### config.mk
export PLATFORM = sky130hd
export DESIGN_NAME = ctrl_sequencer
export DESIGN_NICKNAME = d
export VERILOG_FILES = /design/src/rtl/ctrl_sequencer_pkg.sv /design/src/rtl/ctrl_sequencer_step_timer.sv /design/src/rtl/ctrl_sequencer.sv
export SDC_FILE = /design/constraint.sdc
export NUM_CORES = 1
export LEC_CHECK = 0
export ABC_AREA = 1
export CORE_ASPECT_RATIO = 2
export CORE_MARGIN = 5
export CORE_UTILIZATION = 30
export CTS_CLUSTER_DIAMETER = 150
export DETAILED_ROUTE_END_ITERATION = 6
export GPL_ROUTABILITY_DRIVEN = 0
export PLACE_DENSITY = 0.59
export SYNTH_ARGS = -nofsm -noshare
export SYNTH_HDL_FRONTEND = slang
export SYNTH_SLANG_ARGS = --single-unit
export TNS_END_PERCENT = 1
### constraint.sdc
create_clock -name clk -period 3.5 [get_ports clk]
set_input_delay 0.525 -clock clk [delete_from_list [all_inputs] [get_ports clk]]
set_output_delay 0.525 -clock clk [all_outputs]
set_load 0.05 [all_outputs]
### src/rtl/ctrl_sequencer_pkg.sv
// ctrl_sequencer_pkg: shared states, opcodes and control-word layout for the hardwired sequencer.
package ctrl_sequencer_pkg;
   typedef enum logic [3:0] {S_INIT, S_T0, S_T1, S_T2, S_T3, S_T4, S_T5, S_T6, S_HALT} state_e;
   localparam logic [4:0] OP_LDI  = 5'b01000;
   localparam logic [4:0] OP_ADDI = 5'b01001;
   localparam logic [4:0] OP_BR   = 5'b10010;
   localparam logic [4:0] OP_NOP  = 5'b11010;
   localparam logic [4:0] OP_HALT = 5'b11011;
   typedef struct packed {
      logic pc_out;
      logic zlo_out;
      logic mdr_out;
      logic c_sign_extended_out;
      logic r_out;
      logic ba_out;
      logic gra;
      logic grb;
      logic mar_enable;
      logic mdr_enable;
      logic ir_enable;
      logic y_enable;
      logic z_enable;
      logic pc_enable;
      logic r_in;
      logic con_enable;
      logic read;
      logic pc_increment;
      logic pc_init_enable;
   } ctrl_word_t;
   function automatic logic op_legal(input logic [4:0] op);
      return op inside {OP_LDI, OP_ADDI, OP_BR, OP_NOP, OP_HALT};
   endfunction
endpackage

### src/rtl/ctrl_sequencer_step_timer.sv
// ctrl_sequencer_step_timer: divides each T-step into STEP_CYCLES clocks and flags its first and last clock.
module ctrl_sequencer_step_timer #(
   parameter int STEP_CYCLES = 2
) (
   input  logic clk,
   input  logic clr,
   input  logic hold,
   output logic step_first,
   output logic step_last
);
   logic [3:0] cnt_q, cnt_d;
   assign step_first = cnt_q == 4'd0;
   assign step_last  = cnt_q == 4'(STEP_CYCLES - 1);
   always_comb cnt_d = hold ? cnt_q : (step_last ? 4'd0 : cnt_q + 4'd1);
   always_ff @(posedge clk or negedge clr)
      if (!clr) cnt_q <= '0;
      else cnt_q <= cnt_d;
endmodule

### src/rtl/ctrl_sequencer.sv
// ctrl_sequencer: hardwired T-state sequencer driving datapath strobes for fetch, ldi, addi, br, nop and halt.
module ctrl_sequencer
   import ctrl_sequencer_pkg::*;
#(
   parameter int          STEP_CYCLES = 2,
   parameter logic [31:0] PC_INIT     = 32'h0000000F
) (
   input  logic        clk,
   input  logic        clr,
   input  logic [4:0]  opcode,
   input  logic        con_out,
   input  logic        stall,
   input  logic        resume,
   output logic        pc_out,
   output logic        zlo_out,
   output logic        mdr_out,
   output logic        c_sign_extended_out,
   output logic        r_out,
   output logic        ba_out,
   output logic        gra,
   output logic        grb,
   output logic        mar_enable,
   output logic        mdr_enable,
   output logic        ir_enable,
   output logic        y_enable,
   output logic        z_enable,
   output logic        pc_enable,
   output logic        r_in,
   output logic        con_enable,
   output logic        read,
   output logic        pc_increment,
   output logic        pc_init_enable,
   output logic [31:0] pc_init,
   output logic        halted,
   output logic        illegal,
   output logic [31:0] instr_count
);
   state_e      state_q, state_d;
   logic [4:0]  op_q, op_d, op_eff;
   logic        resume_q, resume_d, illegal_q, illegal_d;
   logic        step_first, step_last, advance, sample_op;
   logic [31:0] count_q, count_d;
   ctrl_word_t  cw_q, cw_d;

   ctrl_sequencer_step_timer #(.STEP_CYCLES(STEP_CYCLES)) u_step_timer (
      .clk(clk), .clr(clr), .hold(stall), .step_first(step_first), .step_last(step_last)
   );

   // T3 decodes the live opcode on its first clock; later steps use the latched copy
   assign sample_op = state_q == S_T3 && step_first && !stall;
   assign op_eff    = (state_q == S_T3 && step_first) ? opcode : op_q;
   assign advance   = step_last && !stall;

   always_ff @(posedge clk or negedge clr)
      if (!clr) begin
         state_q   <= S_INIT;
         op_q      <= '0;
         resume_q  <= 1'b0;
         illegal_q <= 1'b0;
         count_q   <= '0;
         cw_q      <= '0;
      end else begin
         state_q   <= state_d;
         op_q      <= op_d;
         resume_q  <= resume_d;
         illegal_q <= illegal_d;
         count_q   <= count_d;
         cw_q      <= cw_d;
      end

   always_comb begin
      state_d = state_q;
      if (advance)
         case (state_q)
            S_INIT:  state_d = S_T0;
            S_T0:    state_d = S_T1;
            S_T1:    state_d = S_T2;
            S_T2:    state_d = S_T3;
            S_T3:    state_d = (op_eff == OP_LDI || op_eff == OP_ADDI || op_eff == OP_BR) ? S_T4 :
                               op_eff == OP_HALT ? S_HALT : S_T0;
            S_T4:    state_d = S_T5;
            S_T5:    state_d = op_q == OP_BR ? S_T6 : S_T0;
            S_T6:    state_d = S_T0;
            S_HALT:  state_d = (resume_q || resume) ? S_T0 : S_HALT;
            default: state_d = S_INIT;
         endcase
   end

   always_comb begin
      op_d      = sample_op ? opcode : op_q;
      illegal_d = illegal_q || (sample_op && !op_legal(opcode));
      resume_d  = state_q == S_HALT && state_d == S_HALT && (resume_q || (resume && !stall));
      count_d   = count_q + 32'(advance && (state_d == S_T0 || state_d == S_HALT) &&
                                state_q inside {S_T3, S_T5, S_T6});
      cw_d      = '0;
      if (step_first && !stall)
         case (state_q)
            S_INIT: cw_d.pc_init_enable = 1'b1;
            S_T0: begin
               cw_d.pc_out       = 1'b1;
               cw_d.mar_enable   = 1'b1;
               cw_d.pc_increment = 1'b1;
               cw_d.z_enable     = 1'b1;
            end
            S_T1: begin
               cw_d.read       = 1'b1;
               cw_d.mdr_enable = 1'b1;
               cw_d.zlo_out    = 1'b1;
               cw_d.pc_enable  = 1'b1;
            end
            S_T2: begin
               cw_d.mdr_out   = 1'b1;
               cw_d.ir_enable = 1'b1;
            end
            S_T3: begin
               cw_d.grb        = op_eff == OP_LDI || op_eff == OP_ADDI;
               cw_d.y_enable   = op_eff == OP_LDI || op_eff == OP_ADDI;
               cw_d.ba_out     = op_eff == OP_LDI;
               cw_d.r_out      = op_eff == OP_ADDI || op_eff == OP_BR;
               cw_d.gra        = op_eff == OP_BR;
               cw_d.con_enable = op_eff == OP_BR;
            end
            S_T4: begin
               cw_d.c_sign_extended_out = op_q != OP_BR;
               cw_d.z_enable            = op_q != OP_BR;
               cw_d.pc_out              = op_q == OP_BR;
               cw_d.y_enable            = op_q == OP_BR;
            end
            S_T5: begin
               cw_d.c_sign_extended_out = op_q == OP_BR;
               cw_d.z_enable            = op_q == OP_BR;
               cw_d.zlo_out             = op_q != OP_BR;
               cw_d.gra                 = op_q != OP_BR;
               cw_d.r_in                = op_q != OP_BR;
            end
            S_T6: begin
               cw_d.zlo_out   = con_out;
               cw_d.pc_enable = con_out;
            end
            default: cw_d = '0;
         endcase
   end

   assign {pc_out, zlo_out, mdr_out, c_sign_extended_out, r_out, ba_out, gra, grb, mar_enable,
           mdr_enable, ir_enable, y_enable, z_enable, pc_enable, r_in, con_enable, read,
           pc_increment, pc_init_enable} = cw_q;
   assign pc_init     = PC_INIT;
   assign halted      = state_q == S_HALT;
   assign illegal     = illegal_q;
   assign instr_count = count_q;
endmodule

==> impl_metrics.sql <==
INSERT INTO impl_metrics (metric_group, metric, value, unit) VALUES
('global_routing', 'grt_start_max_net_pins', '36', ''),
('route', 'route.final.wire_length', '8.39', 'mm'),
('yosys', 'synth_area_per_cell', '9.01', 'um^2'),
('power', 'peakVddDrop', '0.288', 'mV'),
('worst_setup_path', 'criticalPathCategory', 'register to register', ''),
('layout', 'drive_above_1_share', '0.189', ''),
('worst_setup_path', 'r2r-start', 'u_step_timer.cnt_q[1]', ''),
('timing', 'hold_viol_final', '0', ''),
('yosys', 'synth.yosys.warnings', '0', ''),
('worst_setup_path', 'worst-endpoint-required', '3.70', 'ns'),
('worst_setup_path', 'worst_path_largest_cell_delay', '0.39', 'ns'),
('die', 'fp.dieW', '84.5', 'um'),
('worst_setup_path', 'r2r_cells', '22', ''),
('yosys', 'gate_count_post_synth', '370', ''),
('worst_setup_path', 'endpoint_kind', 'register', ''),
('timing', 'tightestPinTransition', '0.750', 'ns'),
('timing', 'max-slew-margin-rel', '0.500', ''),
('status', 'run_status', 'finished, final reports clean', ''),
('place', 'dp_hpwl', '6.59', 'mm'),
('timing', 'finalSetupViolations', '0', ''),
('global_routing', 'grt_first_pass_wirelength', '13.7', 'mm'),
('yosys', 'synth_sequential_area_ratio', '0.473', ''),
('route', 'via_count', '2677', ''),
('worst_setup_path', 'worst-path-buf-inv', '1', ''),
('die', 'fp.dieArea', '13400', 'um^2'),
('worst_setup_path', 'critPathMostFrequentCell', 'sky130_fd_sc_hd__nand2_1', ''),
('clocking', 'clock_tree.buffer_depth', '2', ''),
('yosys', 'synth_seq_cells', '63', ''),
('clocking', 'cts_tree', 'built', ''),
('route', 'first_iter_violations', '81', ''),
('place', 'placement.io_buffers', '62', ''),
('yosys', 'synth-edff-count', '0', ''),
('yosys', 'ys_async_sr_fraction', '1.00', ''),
('worst_setup_path', 'worstPathMaxFanout', '7', ''),
('route', 'drt-vias-per-instance', '4.45', ''),
('timing', 'max_freq', '306', 'MHz'),
('worst_setup_path', 'critPathTopFamily', 'simple AND/OR/NAND/NOR gates', ''),
('timing', 'timing.hold.ws', '0.268', 'ns'),
('layout', 'num_antenna_cells', '0', ''),
('timing', 'post-route-min-period', '3.27', 'ns'),
('die', 'die_h', '159', 'um'),
('layout', 'layout.filler_cells', '1074', ''),
('yosys', 'postSynth.topFlopCell', 'sky130_fd_sc_hd__dfrtp_1', ''),
('clocking', 'clk_transition_reported_paths', '0.06', 'ns'),
('die', 'start_util', '0.306', ''),
('worst_setup_path', 'cp_max_stage_cell', 'sky130_fd_sc_hd__dfrtp_1', ''),
('worst_setup_path', 'path_depth', '22', ''),
('yosys', 'number_of_different_library_cells_in_the_post_synthesis_netlist', '37', ''),
('worst_setup_path', 'crit_end', 'instr_count[26]', ''),
('worst_setup_path', 'critical_path_cell_by_cell', 'inv_1 -> nand2_2 -> nor2_4 -> nand2_4 -> nand2_1 -> nand2_2 -> nand3_1 -> o21ai_1 -> nand2_1 -> nand2_1 -> nand2_1 -> nand3_1 -> nor2_2 -> ha_2 -> ha_2 -> and3_4 -> nand3_4 -> nor3_4 -> nand3_2 -> nor3_4 -> nand2_1 -> xor2_1', ''),
('route', 'drc_errors', '0', ''),
('global_routing', 'grt_overflow', '0', ''),
('die', 'pin_count', '95', ''),
('power', 'cellLeakagePower', '0.00218', 'uW'),
('clocking', 'ctsHtreeMaxLevel', '3', ''),
('worst_setup_path', 'arrival_time_at_the_worst_endpoint', '3.47', 'ns'),
('min_path', 'hold_path.class', 'input port to async pin', ''),
('clocking', 'clk_root_buffer_cell', 'sky130_fd_sc_hd__clkbuf_16', ''),
('die', 'std_cell_rows', '54', ''),
('yosys', 'synth.cell_area', '3330', 'um^2'),
('worst_setup_path', 'timing.reg2reg.setup_slack', '0.23', 'ns'),
('clocking', 'clock_sinks', '63', ''),
('route', 'detailedRoute.firstPassIterationCount', '4', ''),
('flow_run', 'max_cap_viol_count', '0', ''),
('worst_setup_path', 'setup.worst_path.start', 'u_step_timer.cnt_q[1]', ''),
('timing', 'finClkSkew', '0.00450', 'ns'),
('global_routing', 'antenna_found_initial', '0', ''),
('layout', 'area_growth_syn_to_layout', '34.2', '%'),
('timing', 'postLayoutSetupSlackWorst', '0.228', 'ns'),
('layout', 'stdcell_count', '601', ''),
('place', 'placed_cells_incl_taps', '582', '');
where the power goes:
group	switching (uW)	leakage, uW	internal (uW)
Clock	313	0.000144	566
Combinational	472	0.00123	200
Sequential	57.0	0.000808	807
Total	842	0.00218	1570
worst min path at each step:
| stage | startpoint | endpoint | slack (ns) |
|---|---|---|---|
| 6_report | clr | instr_count[19] | 0.27 |
| 5_1_grt | clr | instr_count[28] | 0.34 |
| 4_1_cts | clr | instr_count[28] | 0.29 |
| 3_5_place_dp | illegal | illegal | 0.47 |
| 3_3_place_gp | instr_count[31] | instr_count[31] | 0.46 |
| 2_1_floorplan | clr | ba_out | 0.23 |
cell type report:
class	count	area [um^2]	share of cell area
clock buffers	10	239	0.0534
inverters	44	165	0.0369
flip-flops and latches	63	1580	0.353
well taps	140	175	0.0392
multi-input cells	258	1500	0.336
repair buffers	80	751	0.168
clock inverters	6	60.1	0.0134
cells in the mapped netlist, types with 2 or more instances:
library cell	count	area [um^2]
sky130_fd_sc_hd__xnor2_1	6	52.6
sky130_fd_sc_hd__buf_4	35	263
sky130_fd_sc_hd__nand3_2	5	50.1
sky130_fd_sc_hd__xor2_1	26	228
sky130_fd_sc_hd__nor2_2	6	37.5
sky130_fd_sc_hd__and3_1	2	12.5
sky130_fd_sc_hd__nand3b_1	3	22.5
sky130_fd_sc_hd__inv_1	40	150
sky130_fd_sc_hd__nand4_1	6	37.5
sky130_fd_sc_hd__nand2_2	7	43.8
sky130_fd_sc_hd__o21ai_1	2	10.0
sky130_fd_sc_hd__nand2_4	3	33.8
sky130_fd_sc_hd__ha_1	2	25.0
sky130_fd_sc_hd__nand2_1	62	233
sky130_fd_sc_hd__o21ai_0	6	30.0
sky130_fd_sc_hd__nor2_4	4	45.0
sky130_fd_sc_hd__nor2_1	32	120
sky130_fd_sc_hd__a21oi_1	8	40.0
sky130_fd_sc_hd__or2_2	2	12.5
sky130_fd_sc_hd__inv_2	4	15.0
sky130_fd_sc_hd__conb_1	2	7.51
sky130_fd_sc_hd__nor3_1	16	80.1
sky130_fd_sc_hd__nand3_1	14	70.1
sky130_fd_sc_hd__dfrtp_1	63	1580
sky130_fd_sc_hd__nor4_2	2	25.0
metal layers:
metal  GRT usage  part of all wire
met3      0.0274             0.052
met5           0                 0
met4      0.0756             0.028
met2       0.242              0.58
met1       0.122              0.34
what timing repair did:
item / in CTS / in global routing
setup endpoints to repair: 0 / 3
endpoints found under the hold margin: 0 / 0
setup buffers: 0 / 2
gates resized for setup: 0 / 16
hold buffers: 0 / 0
cells by family after synthesis:
kind of cell,share of synthesized area
AO/OA/AOI/OAI,0.0379
buffers and inverters,0.130
AND/OR/NAND/NOR,0.265
flip-flops,0.473
other,0.00225
adder cells (fa/ha/maj),0.00751
XOR/XNOR,0.0841
flip-flops by register name, indices dropped and copies added, names as in the netlist, 4 cells and up:
| register | cells |
|---|---|
| instr_count | 32 |
| op_q | 5 |
| state_q | 4 |
| u_step_timer.cnt_q | 4 |
cell usage in the layout, fill, tap and decap left out, drive strengths merged, types with 8 or more instances in the layout:
cell type,n
nand2,72
dfrtp,63
clkdlybuf4s50,61
inv,44
nor2,44
conb,32
xor2,26
buf,19
nand3,19
nor3,18
clkbuf,10
o21ai,9
a21oi,8
through the flow:
| stage | utilization | TNS (ns) | total power, uW | cell area (um^2) |
|---|---|---|---|---|
| finish | 0.411 | 0 | 2420 | 4470 |
| global route | 0.411 | -0.0559 | 2550 | 4470 |
| CTS | 0.403 | 0 | 2390 | 4390 |
| detailed placement | 0.376 | 0 | 1500 | 4090 |
| global placement | 0.376 | 0 | 1490 | 4090 |
| floorplan | - | 0 | 1360 | 3440 |
(Power assumes the default switching activity.)
